<file path="config.mk">
export PLATFORM = sky130hd
export DESIGN_NAME = pwm_duty_uart_tx_flat
export DESIGN_NICKNAME = d
export VERILOG_FILES = /design/src/rtl/pwm_duty_uart_tx_if.sv /design/src/rtl/pwm_duty_uart_tx.sv /design/src/flat_wrapper.sv
export SDC_FILE = /design/constraint.sdc
export NUM_CORES = 1
export LEC_CHECK = 0
export CORE_ASPECT_RATIO = 0.9
export CORE_MARGIN = 2
export CORE_UTILIZATION = 34
export CTS_CLUSTER_DIAMETER = 60
export DETAILED_ROUTE_END_ITERATION = 8
export SETUP_SLACK_MARGIN = 0.5
export SLEW_MARGIN = 20
export SYNTH_ARGS = -nofsm -noshare
export SYNTH_HDL_FRONTEND = slang
export SYNTH_SLANG_ARGS = --single-unit
export TNS_END_PERCENT = 20
</file>
<file path="constraint.sdc">
create_clock -name clk1 -period 2.6 [get_ports clk1]
set_input_delay 0.52 -clock clk1 [delete_from_list [all_inputs] [get_ports clk1]]
set_output_delay 0.52 -clock clk1 [all_outputs]
set_load 0.01 [all_outputs]
</file>
<file path="src/rtl/pwm_duty_uart_tx_if.sv">
// Signal bundle between the duty-cycle meter and whatever drives/observes it.
// The meter is the slave: it takes enable and the PWM input, and returns the
// serial line plus measurement status.
interface pwm_duty_uart_tx_if;
  logic       en;
  logic       pwm_in;
  logic       uart_txd;
  logic [7:0] sample;
  logic       sample_valid;
  logic       busy;
  logic       overrun;

  modport master (
    output en,
    output pwm_in,
    input  uart_txd,
    input  sample,
    input  sample_valid,
    input  busy,
    input  overrun
  );

  modport slave (
    input  en,
    input  pwm_in,
    output uart_txd,
    output sample,
    output sample_valid,
    output busy,
    output overrun
  );
endinterface

</file>
<file path="src/rtl/pwm_duty_uart_tx.sv">
// PWM duty-cycle meter with UART 8N1 read-back.
// Counts synchronized high cycles over a 2^WINDOW_LOG2-clock window, scales the
// count to one byte and sends it on uart_txd. A byte that arrives while a frame
// is on the line is kept in `sample` but not sent, and `overrun` flags it.
//
// TX state | meaning
// ---------+-----------------------------------------------
// S_IDLE   | line idle high, waiting for a new sample
// S_START  | start bit (low) for one bit time
// S_DATA   | 8 data bits, LSB first, one bit time each
// S_STOP   | stop bit (high) for one bit time, then idle
module pwm_duty_uart_tx #(
  parameter int WINDOW_LOG2  = 13,
  parameter int CLKS_PER_BIT = 434
) (
  input  logic                 clk1,
  input  logic                 rst,
  pwm_duty_uart_tx_if.slave    bus
);

  localparam int BAUD_W = (CLKS_PER_BIT > 1) ? $clog2(CLKS_PER_BIT) : 1;
  localparam logic [BAUD_W-1:0] BAUD_LAST = BAUD_W'(CLKS_PER_BIT - 1);

  typedef enum logic [1:0] {
    S_IDLE,
    S_START,
    S_DATA,
    S_STOP
  } tx_state_t;

  // Synchronizer; p_q is the only view of pwm_in the counters ever see.
  logic p_meta_q;
  logic p_q;

  logic [WINDOW_LOG2-1:0] w_q, w_d;
  logic [WINDOW_LOG2:0]   h_q, h_d;
  logic [WINDOW_LOG2:0]   total;
  logic [7:0]             sample_q, sample_d;
  logic [7:0]             meas_byte;
  logic                   sv_q, sv_d;
  logic                   win_end;

  tx_state_t   state_q;
  logic [BAUD_W-1:0] baud_q;
  logic [2:0]  bit_q;
  logic [7:0]  shift_q;
  logic        txd_q;
  logic        busy_q;
  logic        ovr_q;
  logic        bit_done;

  // Two-flop synchronizer for the asynchronous PWM input.
  always_ff @(posedge clk1 or posedge rst) begin
    if (rst) begin
      p_meta_q <= 1'b0;
      p_q      <= 1'b0;
    end else begin
      p_meta_q <= bus.pwm_in;
      p_q      <= p_meta_q;
    end
  end

  // Window/high counter next state; the last window cycle's p is folded into
  // the total so every one of the 2^WINDOW_LOG2 cycles is counted.
  always_comb begin
    total     = h_q + {{WINDOW_LOG2{1'b0}}, p_q};
    win_end   = bus.en && (w_q == '1);
    meas_byte = total[WINDOW_LOG2] ? 8'hFF : 8'(total >> (WINDOW_LOG2 - 8));
    w_d       = w_q;
    h_d       = h_q;
    sample_d  = sample_q;
    sv_d      = 1'b0;
    if (!bus.en) begin
      w_d = '0;
      h_d = '0;
    end else if (win_end) begin
      w_d      = '0;
      h_d      = '0;
      sample_d = meas_byte;
      sv_d     = 1'b1;
    end else begin
      w_d = w_q + WINDOW_LOG2'(1);
      h_d = total;
    end
  end

  // Measurement registers.
  always_ff @(posedge clk1 or posedge rst) begin
    if (rst) begin
      w_q      <= '0;
      h_q      <= '0;
      sample_q <= 8'h00;
      sv_q     <= 1'b0;
    end else begin
      w_q      <= w_d;
      h_q      <= h_d;
      sample_q <= sample_d;
      sv_q     <= sv_d;
    end
  end

  assign bit_done = (baud_q == BAUD_LAST);

  // UART transmitter; start bit is driven on the same edge the sample lands.
  always_ff @(posedge clk1 or posedge rst) begin
    if (rst) begin
      state_q <= S_IDLE;
      baud_q  <= '0;
      bit_q   <= 3'd0;
      shift_q <= 8'h00;
      txd_q   <= 1'b1;
      busy_q  <= 1'b0;
      ovr_q   <= 1'b0;
    end else begin
      ovr_q <= sv_d && (state_q != S_IDLE);
      if (state_q != S_IDLE) begin
        baud_q <= bit_done ? '0 : baud_q + BAUD_W'(1);
      end
      case (state_q)
        S_IDLE: begin
          txd_q  <= 1'b1;
          busy_q <= 1'b0;
          baud_q <= '0;
          if (sv_d) begin
            shift_q <= meas_byte;
            state_q <= S_START;
            txd_q   <= 1'b0;
            busy_q  <= 1'b1;
          end
        end
        S_START: begin
          if (bit_done) begin
            state_q <= S_DATA;
            bit_q   <= 3'd0;
            txd_q   <= shift_q[0];
          end
        end
        S_DATA: begin
          if (bit_done) begin
            if (bit_q == 3'd7) begin
              state_q <= S_STOP;
              txd_q   <= 1'b1;
            end else begin
              bit_q   <= bit_q + 3'd1;
              shift_q <= {1'b0, shift_q[7:1]};
              txd_q   <= shift_q[1];
            end
          end
        end
        S_STOP: begin
          if (bit_done) begin
            state_q <= S_IDLE;
            busy_q  <= 1'b0;
            txd_q   <= 1'b1;
          end
        end
        default: begin
          state_q <= S_IDLE;
          txd_q   <= 1'b1;
          busy_q  <= 1'b0;
        end
      endcase
    end
  end

  assign bus.uart_txd     = txd_q;
  assign bus.sample       = sample_q;
  assign bus.sample_valid = sv_q;
  assign bus.busy         = busy_q;
  assign bus.overrun      = ovr_q;

endmodule

</file>
<file path="src/flat_wrapper.sv">
// flat-port wrapper written by rule: the top's interface ports become plain ports
module pwm_duty_uart_tx_flat 
#(
  parameter int WINDOW_LOG2  = 13,
  parameter int CLKS_PER_BIT = 434
)
  (clk1, rst, bus_en, bus_pwm_in, bus_uart_txd, bus_sample, bus_sample_valid, bus_busy, bus_overrun);
  pwm_duty_uart_tx_if bus_i ();
  input  logic clk1;
  input  logic rst;
  input wire logic [$bits(bus_i.en)-1:0] bus_en;
  input wire logic [$bits(bus_i.pwm_in)-1:0] bus_pwm_in;
  output wire logic [$bits(bus_i.uart_txd)-1:0] bus_uart_txd;
  output wire logic [$bits(bus_i.sample)-1:0] bus_sample;
  output wire logic [$bits(bus_i.sample_valid)-1:0] bus_sample_valid;
  output wire logic [$bits(bus_i.busy)-1:0] bus_busy;
  output wire logic [$bits(bus_i.overrun)-1:0] bus_overrun;
  assign bus_i.en = bus_en;
  assign bus_i.pwm_in = bus_pwm_in;
  assign bus_uart_txd = bus_i.uart_txd;
  assign bus_sample = bus_i.sample;
  assign bus_sample_valid = bus_i.sample_valid;
  assign bus_busy = bus_i.busy;
  assign bus_overrun = bus_i.overrun;
  pwm_duty_uart_tx #(.WINDOW_LOG2(WINDOW_LOG2), .CLKS_PER_BIT(CLKS_PER_BIT)) u_core (.clk1(clk1), .rst(rst), .bus(bus_i));
endmodule
</file>
==> results by stage, run 1 <==
Power and ir drop:
- In this run the static leakage power is around 1.6 nW.
- The maximum VDD drop is about 0.26 mV.
- The total power divided by cell area is around 520 nW/µm².

Cells and area:
- The post-route netlist has 11.2% of its cells at a drive strength greater than 1.
- The area overhead of the layout relative to synthesis is 17.7%.
- The number of diodes added for antenna fixing is 0.
- The final net count is 351.
- The final non-filler cell area is 3680 µm².
- For this run, the share of the core covered by cells in the final layout is roughly 41%.
- Counting the fill cells in the layout gives 901.

Clocking:
- The clock net in this run drives a total of 63 sinks.
- The TritonCTS buffer count is 9.
- The H-tree level count is 3.
- TritonCTS built the clock tree.
- The clock-pin transition on the worst setup and hold timing paths is 0.07 ns.
- Buffers inserted to repair hold after CTS numbered 0.
- The clock latency of the later-clocked register in the worst-skew pair is 0.34 ns.
- The buffer cell driving the clock tree root is sky130_fd_sc_hd__clkbuf_8.
- The buffer levels on the longest clock path is 2.

GRT:
- For this run the aggregate overflow at the end of global routing stands at 0.
- Across every metal layer, demand over resource in global routing totals 13.3%.
- The first global-routing pass estimated around 11 mm of wire.
- The pin count of the biggest net entering global routing is 64.
- The number of antenna violations at the first check in global routing is 0.
- The via count of the first global-routing pass came to between 2000 and 2500.

Die:
- The initial core utilization is ~35%.
- The placement row count is 33.
- The region available for standard cell placement spans about 9000 µm².
- The die is approximately 110 µm wide.
- The die is 95.1 µm tall.
- The number of I/O pins is 16.
- The die covers 10000 µm².

Timing:
- After routing, the total negative slack on setup checks comes to 0 ns.
- The number of setup violations in the final report is 0.
- The number of slew-limit violations in the final report is 0.
- Across the routed clock network, the largest skew measured is 0.0137 ns.
- Headroom to the max-slew limit came out at 71.7%.
- The final critical-path share of the clock period is 80.4%.
- Setup repair after global routing could not meet its margin everywhere.
- At the pin with the least slew margin, the transition time is about 0.42 ns.
- The final worst-path setup slack is 0.510 ns.
- The total count of hold-check failures in the final report is 0.
- The final critical delay including setup and external delays is 2.09 ns.
- Derived from the worst setup path, the maximum achievable clock frequency is 478 MHz.

Drt:
- The routed via count is 2264.
- In the routed layout, each cell is associated on average with a via count of 4.90.
- Summed over all layers, the routed wires come to between 6 and 7 mm.
- The violation count after the first detailed-route iteration is 81.
- The first-pass detailed-route iteration total is 6.
- The remaining routing DRC violations is 0.
- The per-cell routed wire length is 13.1 µm.
- Once detail routing completed, the nets flagged for antenna violations numbered 0.

Yosys:
- Summing every instance area after synthesis gives 3130 µm².
- The yosys synthesis warning count is 0.
- The most used flip-flop cell after synthesis is sky130_fd_sc_hd__dfrtp_1.
- After synthesis, flip-flops and latches occupy 50.4% of the total area.
- The post-synthesis average cell area is 9.94 µm².
- In this run, synthesis inferred 0 flip-flops with an integrated enable.
- The number of nets in the synthesized netlist is approximately 330.
- The cell count after synthesis came out at 315.
- The fraction of registers with async set/reset is 100%.
- The synthesis-stage register bit count is 63.
- Counting distinct cell types in the post-synthesis netlist gives 43.

Setup path:
- The cell type of the slowest stage on the worst timing path is sky130_fd_sc_hd__or4_4.
- On the worst path, the slowest cell contributes a delay of 0.61 ns.
- Together, buffers and inverters on the worst path number 0.
- The number of stages on the worst setup path is 6.
- The capturing element type of the critical path is a register.
- The number of cells on the worst reg-to-reg path is 6.
- By startpoint and endpoint, the worst setup path is classified as register to register.
- For the worst setup path, the data required time is 2.82 ns.
- The critical path goes through ha_4 > nand3_1 > or4_4 > o2bb2ai_1 > a21oi_2 > mux2_1.
- In this design, the largest share of critical-path delay is due to simple AND/OR/NAND/NOR gates.
- The worst setup path is launched from a register.
- Along the worst path, the maximum fanout reaches 7.
- The worst endpoint data arrival time is 2.31 ns.

Worst hold path:
- The cell depth of the worst min-delay path is 0.
- The tightest min-delay check is of the register to register type.

Placement:
- The post-detailed-placement half-perimeter wirelength is 4.03 mm.
- The cell area after placement is 3440 µm².
- The count of buffers added on input and output ports is 15.
- The post-placement worst setup slack is 0.0445 ns.
- The routability-driven placement congestion ratio is 0.787.

Outcome:
- The run finished with clean final reports.

Job:
- The tool flagged a number of max-cap violations equal to 0.
where the power goes:
group          internal [mW]  total [mW]  switching, mW
registers              0.989       0.996        0.00727
clock network          0.467       0.854          0.387
logic                 0.0184      0.0512         0.0328
synthesized netlist by cell type, types with 2 or more instances:
library cell,count,area [µm²]
sky130_fd_sc_hd__a21o_1,3,22.5
sky130_fd_sc_hd__a21oi_1,2,10.0
sky130_fd_sc_hd__a22o_1,3,26.3
sky130_fd_sc_hd__a311oi_1,2,17.5
sky130_fd_sc_hd__and2_1,4,25.0
sky130_fd_sc_hd__and3_1,11,68.8
sky130_fd_sc_hd__and4b_1,2,20.0
sky130_fd_sc_hd__buf_1,2,7.51
sky130_fd_sc_hd__buf_2,3,15.0
sky130_fd_sc_hd__clkbuf_1,9,33.8
sky130_fd_sc_hd__dfrtp_1,62,1550
sky130_fd_sc_hd__ha_1,12,150
sky130_fd_sc_hd__inv_1,8,30.0
sky130_fd_sc_hd__nand2_1,29,109
sky130_fd_sc_hd__nand2b_1,5,31.3
sky130_fd_sc_hd__nand3_1,13,65.1
sky130_fd_sc_hd__nand4_1,8,50.1
sky130_fd_sc_hd__nor2_1,45,169
sky130_fd_sc_hd__nor2b_1,3,18.8
sky130_fd_sc_hd__nor3_1,13,65.1
sky130_fd_sc_hd__nor4_1,6,37.5
sky130_fd_sc_hd__o21ai_0,10,50.1
sky130_fd_sc_hd__o21ai_1,3,15.0
sky130_fd_sc_hd__o31ai_1,7,52.6
sky130_fd_sc_hd__o41ai_2,2,32.5
sky130_fd_sc_hd__xnor2_1,16,140
sky130_fd_sc_hd__xor2_1,16,140
layout by cell type, fill, tap and decap left out, types with 2 or more instances in the layout:
master                            netlist  routed
sky130_fd_sc_hd__o21ai_1                3       3
sky130_fd_sc_hd__nor3_1                13      13
sky130_fd_sc_hd__o41ai_2                2       2
sky130_fd_sc_hd__xor2_1                16      16
sky130_fd_sc_hd__inv_1                  8       7
sky130_fd_sc_hd__buf_4                  0       7
sky130_fd_sc_hd__nand3_1               13      13
sky130_fd_sc_hd__nand4_1                8       8
sky130_fd_sc_hd__o21ai_0               10      10
sky130_fd_sc_hd__a21oi_1                2       2
sky130_fd_sc_hd__dfrtp_1               62      61
sky130_fd_sc_hd__clkinvlp_4             0       3
sky130_fd_sc_hd__nand2b_1               5       5
sky130_fd_sc_hd__and4b_1                2       2
sky130_fd_sc_hd__a22o_1                 3       3
sky130_fd_sc_hd__nor4_1                 6       5
sky130_fd_sc_hd__and2_1                 4       4
sky130_fd_sc_hd__o31ai_1                7       7
sky130_fd_sc_hd__a311oi_1               2       2
sky130_fd_sc_hd__nor2_1                45      45
sky130_fd_sc_hd__xnor2_1               16      16
sky130_fd_sc_hd__nand2_1               29      28
sky130_fd_sc_hd__a21o_1                 3       3
sky130_fd_sc_hd__clkdlybuf4s50_1        0      15
sky130_fd_sc_hd__and3_1                11      11
sky130_fd_sc_hd__nor2b_1                3       3
sky130_fd_sc_hd__clkbuf_8               0      10
sky130_fd_sc_hd__ha_1                  12      11
layer usage:
metal	GRT usage (%)	wire [µm]	vias up
met5	0	0	-
li1	-	-	1122
met1	17.9	3060	1102
met2	21.1	2740	36
met3	3.69	212	4
met4	3.67	14	0
final timing paths:
check                      slack [ns]                         endpoint                 startpoint
max                              0.51    u_core.state_q[1]$_DFFE_PP0P_    u_core.w_q[0]$_DFF_PP0_
min                              0.36             u_core.p_q$_DFF_PP0_  u_core.p_meta_q$_DFF_PP0_
max reg2reg                      0.51    u_core.state_q[1]$_DFFE_PP0P_    u_core.w_q[0]$_DFF_PP0_
min reg2reg                      0.36             u_core.p_q$_DFF_PP0_  u_core.p_meta_q$_DFF_PP0_
max in group asynchronous        1.74  u_core.bus.uart_txd$_DFFE_PP1P_                        rst
min in group asynchronous        0.56          u_core.w_q[7]$_DFF_PP0_                        rst
per-stage QoR:
stage | hold slack (ns) | power (mW) | instances
2_1_floorplan | 0.331 | 1.04 | 315
3_5_place_dp | 0.345 | 1.06 | 445
6_report | 0.356 | 1.90 | 462
3_3_place_gp | 0.334 | 1.06 | 445
4_1_cts | 0.363 | 1.93 | 462
5_1_grt | 0.372 | 1.98 | 462
cells by family (layout without fill, tap and decap cells):
logic type | after synthesis | count (layout) | synth area share (%)
compound gates | 37 | 37 | 9.19
xor+xnor | 32 | 32 | 8.95
fa+ha+maj | 12 | 12 | 4.79
buf+inv | 23 | 48 | 2.88
flops | 63 | 63 | 50.4
mux | 2 | 2 | 0.679
simple gates | 146 | 146 | 23.1
registers in the layout, summed over array words and instances (netlist names):
| register | count |
|---|---|
| u_core.w_q | 13 |
| u_core.p_q | 1 |
| u_core.bus.sample | 8 |
| u_core.state_q | 2 |
| u_core.bit_q | 3 |
| u_core.baud_q | 9 |
| u_core.shift_q | 8 |
| u_core.p_meta_q | 1 |
| u_core.bus.uart_txd | 1 |
| u_core.bus.sample_valid | 1 |
| u_core.h_q | 14 |
| u_core.bus.busy | 1 |
| u_core.bus.overrun | 1 |
repair_timing:
| action | in CTS | in global routing |
|---|---|---|
| setup endpoints to repair | 27 | 23 |
| pin swaps | 1 | 1 |
| gates resized for setup | 3 | 4 |
| buffers inserted | 1 | 0 |
cell type report:
type	count	area [µm²]	area share [%]
sequential	63	1580	42.9
multi-input combinational	229	1500	40.6
timing repair buffer	23	223	6.04
tap	122	153	4.14
clock buffer	11	141	3.84
clock inverter	5	57.6	1.56
inverter	9	33.8	0.917
worst reg2reg max path: stages (launching register included):
cell and delay (ns):
sky130_fd_sc_hd__dfrtp_1 0.40, sky130_fd_sc_hd__ha_4 0.17, sky130_fd_sc_hd__nand3_1 0.11, sky130_fd_sc_hd__or4_4 0.61, sky130_fd_sc_hd__o2bb2ai_1 0.18, sky130_fd_sc_hd__a21oi_2 0.15, sky130_fd_sc_hd__mux2_1 0.34
Note: power is estimated with default switching activity, not from simulation.
==> run 2, diff against run 1 <==
clock period = 1.7 ns   (was 2.6 ns; I/O delays follow)
==> results by stage, run 2 (synthesized netlist as in run 1, its figures left out) <==
Outcome:
- The run finished, with violations left.
- The final reports fail on setup timing.

Timing:
- Setup violations remaining at the end of the flow were counted as 33.
- The total count of hold-check failures in the final report came to 0.
- The clock arrives with 0.0120 ns of skew.
- The final worst-path setup slack is -0.244 ns.
- The final critical delay including setup and external delays is between 1.5 and 2 ns.
- Setup repair after global routing could not meet its margin everywhere.
- The worst slew slack as a fraction of its limit is 73.5%.
- The number of slew-limit violations in the final report was 0.
- Of the available clock period, the critical path in the final layout requires 114%.
- The slew at the pin with the worst max-slew slack is about 0.39 ns.
- Based on the critical path, the design can be clocked at up to 514 MHz.

Setup path:
- The type of origin of the critical path is a register.
- The termination of the worst setup path is u_core.state_q[1]$_DFFE_PP0P_.
- The capturing element type of the critical path is a register.
- STA puts the critical path data required time at 1.93 ns.
- The register-to-register setup slack is -0.24 ns.
- The critical path launch point is u_core.w_q[0]$_DFF_PP0_.
- In this run the critical register-to-register path is captured at u_core.state_q[1]$_DFFE_PP0P_.
- The number of cells on the worst reg-to-reg path is 7.
- The maximum fanout along the worst path is 4.
- The reg-to-reg startpoint is u_core.w_q[0]$_DFF_PP0_.
- The worst endpoint data arrival time is 2.18 ns.
- The kind of critical path is register to register.

Placement:
- Once detailed placement completed, the half-perimeter wirelength came to 4.64 mm.
- The number of buffers inserted by port buffering is 15.
- At the placement stage, the worst setup path has a slack of -0.574 ns.
- The routability-driven placement congestion ratio is 0.812.

Power and ir drop:
- Dividing total power by cell area gives a power density of roughly 590 nW/µm².
- The total power is 2.72 mW.
- The worst-case IR drop observed on VDD is 0.540 mV.
- The static power due to leakage is 2.21 nW.

Die:
- In this run the horizontal extent of the chip is 105 µm.
- Once the floorplan was initialized, standard cells occupied between 30% and 40% of the core.
- The core area is 9040 µm².
- 16 I/O pins were placed.
- The placement row count is 33.
- The die outline height is approximately 95 µm.
- The die covers ~10000 µm².

Drt:
- In the routed layout, each cell is associated on average with a via count of 4.71.
- The wire length after detailed routing is between 7 and 8 mm.
- The number of routed nets with antenna violations is 0.
- The first routing iteration left 78 violations.
- The first-pass detailed-route iteration total is 4.
- The per-cell routed wire length is 13.1 µm.
- For this run, design rule violations remaining after detail routing come to 0.
- The routed via count is 2530.

Clocking:
- The buffer cell driving the clock tree root is sky130_fd_sc_hd__clkbuf_8.
- The clock reaches the later pin of the worst-skew pair after 0.34 ns.
- The H-tree level count is 3.
- The clock-pin transition on the worst setup and hold timing paths is 0.07 ns.
- The clock net in this run drives a total of 63 sinks.
- TritonCTS built the clock tree.
- The buffer levels on the longest clock path is 2.
- In this run, CTS created clock tree buffers numbering 9.

Cells and area:
- The register with the most flip-flops in the layout has 14 of them.
- Counting flops per register, the top entry is u_core.h_q.
- The area overhead of the layout relative to synthesis is 47.3%.
- In the layout the commonest cells are sky130_fd_sc_hd__dfrtp_1 (62), sky130_fd_sc_hd__buf_4 (61), sky130_fd_sc_hd__nor2_1 (39).
- The final net count is approximately 430.
- The number of diodes added for antenna fixing is 0.
- Of the cells placed in the final design, the portion with a size suffix greater than 1 is 39.5%.
- The most common cell after layout, fill and taps aside is sky130_fd_sc_hd__dfrtp_1.
- The largest registers in the layout are u_core.h_q x14, u_core.w_q x13, u_core.baud_q x9.

Job:
- Max-cap violations in this run came to 0.

GRT:
- The total overflow left after global routing is 0.
- The number of antenna violations at the first check in global routing is 0.
- Entering global routing, the biggest net connects 64 pins.
- The aggregate global-route resource usage is 15.3%.
- The via count of the first global-routing pass is around 2500.
- The first-pass GRT wire length is about 12 mm.

Worst hold path:
- The tightest min-delay check is of the register to register type.
==> run 2: cell types whose count changed in the layout (fill, tap and decap cells not counted), sizes merged, moves of 2 or more <==
cell	before	now
clkinv	2	4
buf	8	89
clkdlybuf4s50	15	3
dlygate4sd2	0	6
==> run 2: through the flow <==
stage / hold WS [ns] / cells / utilization, % / cell area, µm² / setup TNS, ns
2_1_floorplan: 0.331 / 315 / - / 3180 / -3.97
3_3_place_gp: 0.335 / 505 / 43.8 / 3960 / -10.01
3_5_place_dp: 0.342 / 505 / 43.8 / 3960 / -10.05
4_1_cts: 0.359 / 531 / 48.9 / 4430 / -3.15
5_1_grt: 0.365 / 537 / 51.0 / 4610 / -6.11
6_report: 0.354 / 537 / 51.0 / 4610 / -3.78
==> run 2: power by group <==
| group | switching (mW) | leakage [nW] | internal (mW) |
|---|---|---|---|
| Combinational | 0.0611 | 1.27 | 0.0501 |
| Sequential | 0.00969 | 0.868 | 1.51 |
| Clock | 0.565 | 0.0801 | 0.522 |
| Total | 0.636 | 2.21 | 2.08 |
==> run 2: timing repair <==
action	4_1_cts	5_1_grt
resized for setup	88	41
setup buffers	10	6
hold buffers	0	0
setup endpoints to repair	73	73
pin swaps	26	32
endpoints found under the hold margin	0	0
==> run 2: routing by layer <==
| metal | track usage (%) | routed length, µm | up-vias |
|---|---|---|---|
| li1 | - | - | 1278 |
| met2 | 25.5 | 3430 | 29 |
| met1 | 19.4 | 3300 | 1215 |
| met5 | 0 | 0 | - |
| met3 | 3.69 | 194 | 8 |
| met4 | 6.33 | 93 | 0 |
==> run 2: cell type report <==
class                   instances  area [µm²]
clock buffers                  12         135
multi-input cells             229        1820
well taps                     122         153
fillers                       835        4430
inverters                       9        50.0
clock inverters                 4        22.5
repair buffers                 98         860
flip-flops and latches         63        1580
==> run 2: worst max-delay path, cell delays in order (launching register included) <==
cell,delay [ns]
sky130_fd_sc_hd__dfrtp_1,0.39
sky130_fd_sc_hd__ha_4,0.16
sky130_fd_sc_hd__nand3_2,0.07
sky130_fd_sc_hd__or4_4,0.48
sky130_fd_sc_hd__buf_6,0.15
sky130_fd_sc_hd__o2bb2ai_4,0.12
sky130_fd_sc_hd__a21oi_2,0.16
sky130_fd_sc_hd__mux2_4,0.31
==> run 2: worst min path at each step <==
stage,start,end,cells past startpoint
floorplan,u_core.p_meta_q$_DFF_PP0_,u_core.p_q$_DFF_PP0_,0
global placement,u_core.p_meta_q$_DFF_PP0_,u_core.p_q$_DFF_PP0_,0
detailed placement,u_core.p_meta_q$_DFF_PP0_,u_core.p_q$_DFF_PP0_,0
CTS,u_core.p_meta_q$_DFF_PP0_,u_core.p_q$_DFF_PP0_,0
global route,u_core.p_meta_q$_DFF_PP0_,u_core.p_q$_DFF_PP0_,0
finish,u_core.p_meta_q$_DFF_PP0_,u_core.p_q$_DFF_PP0_,0
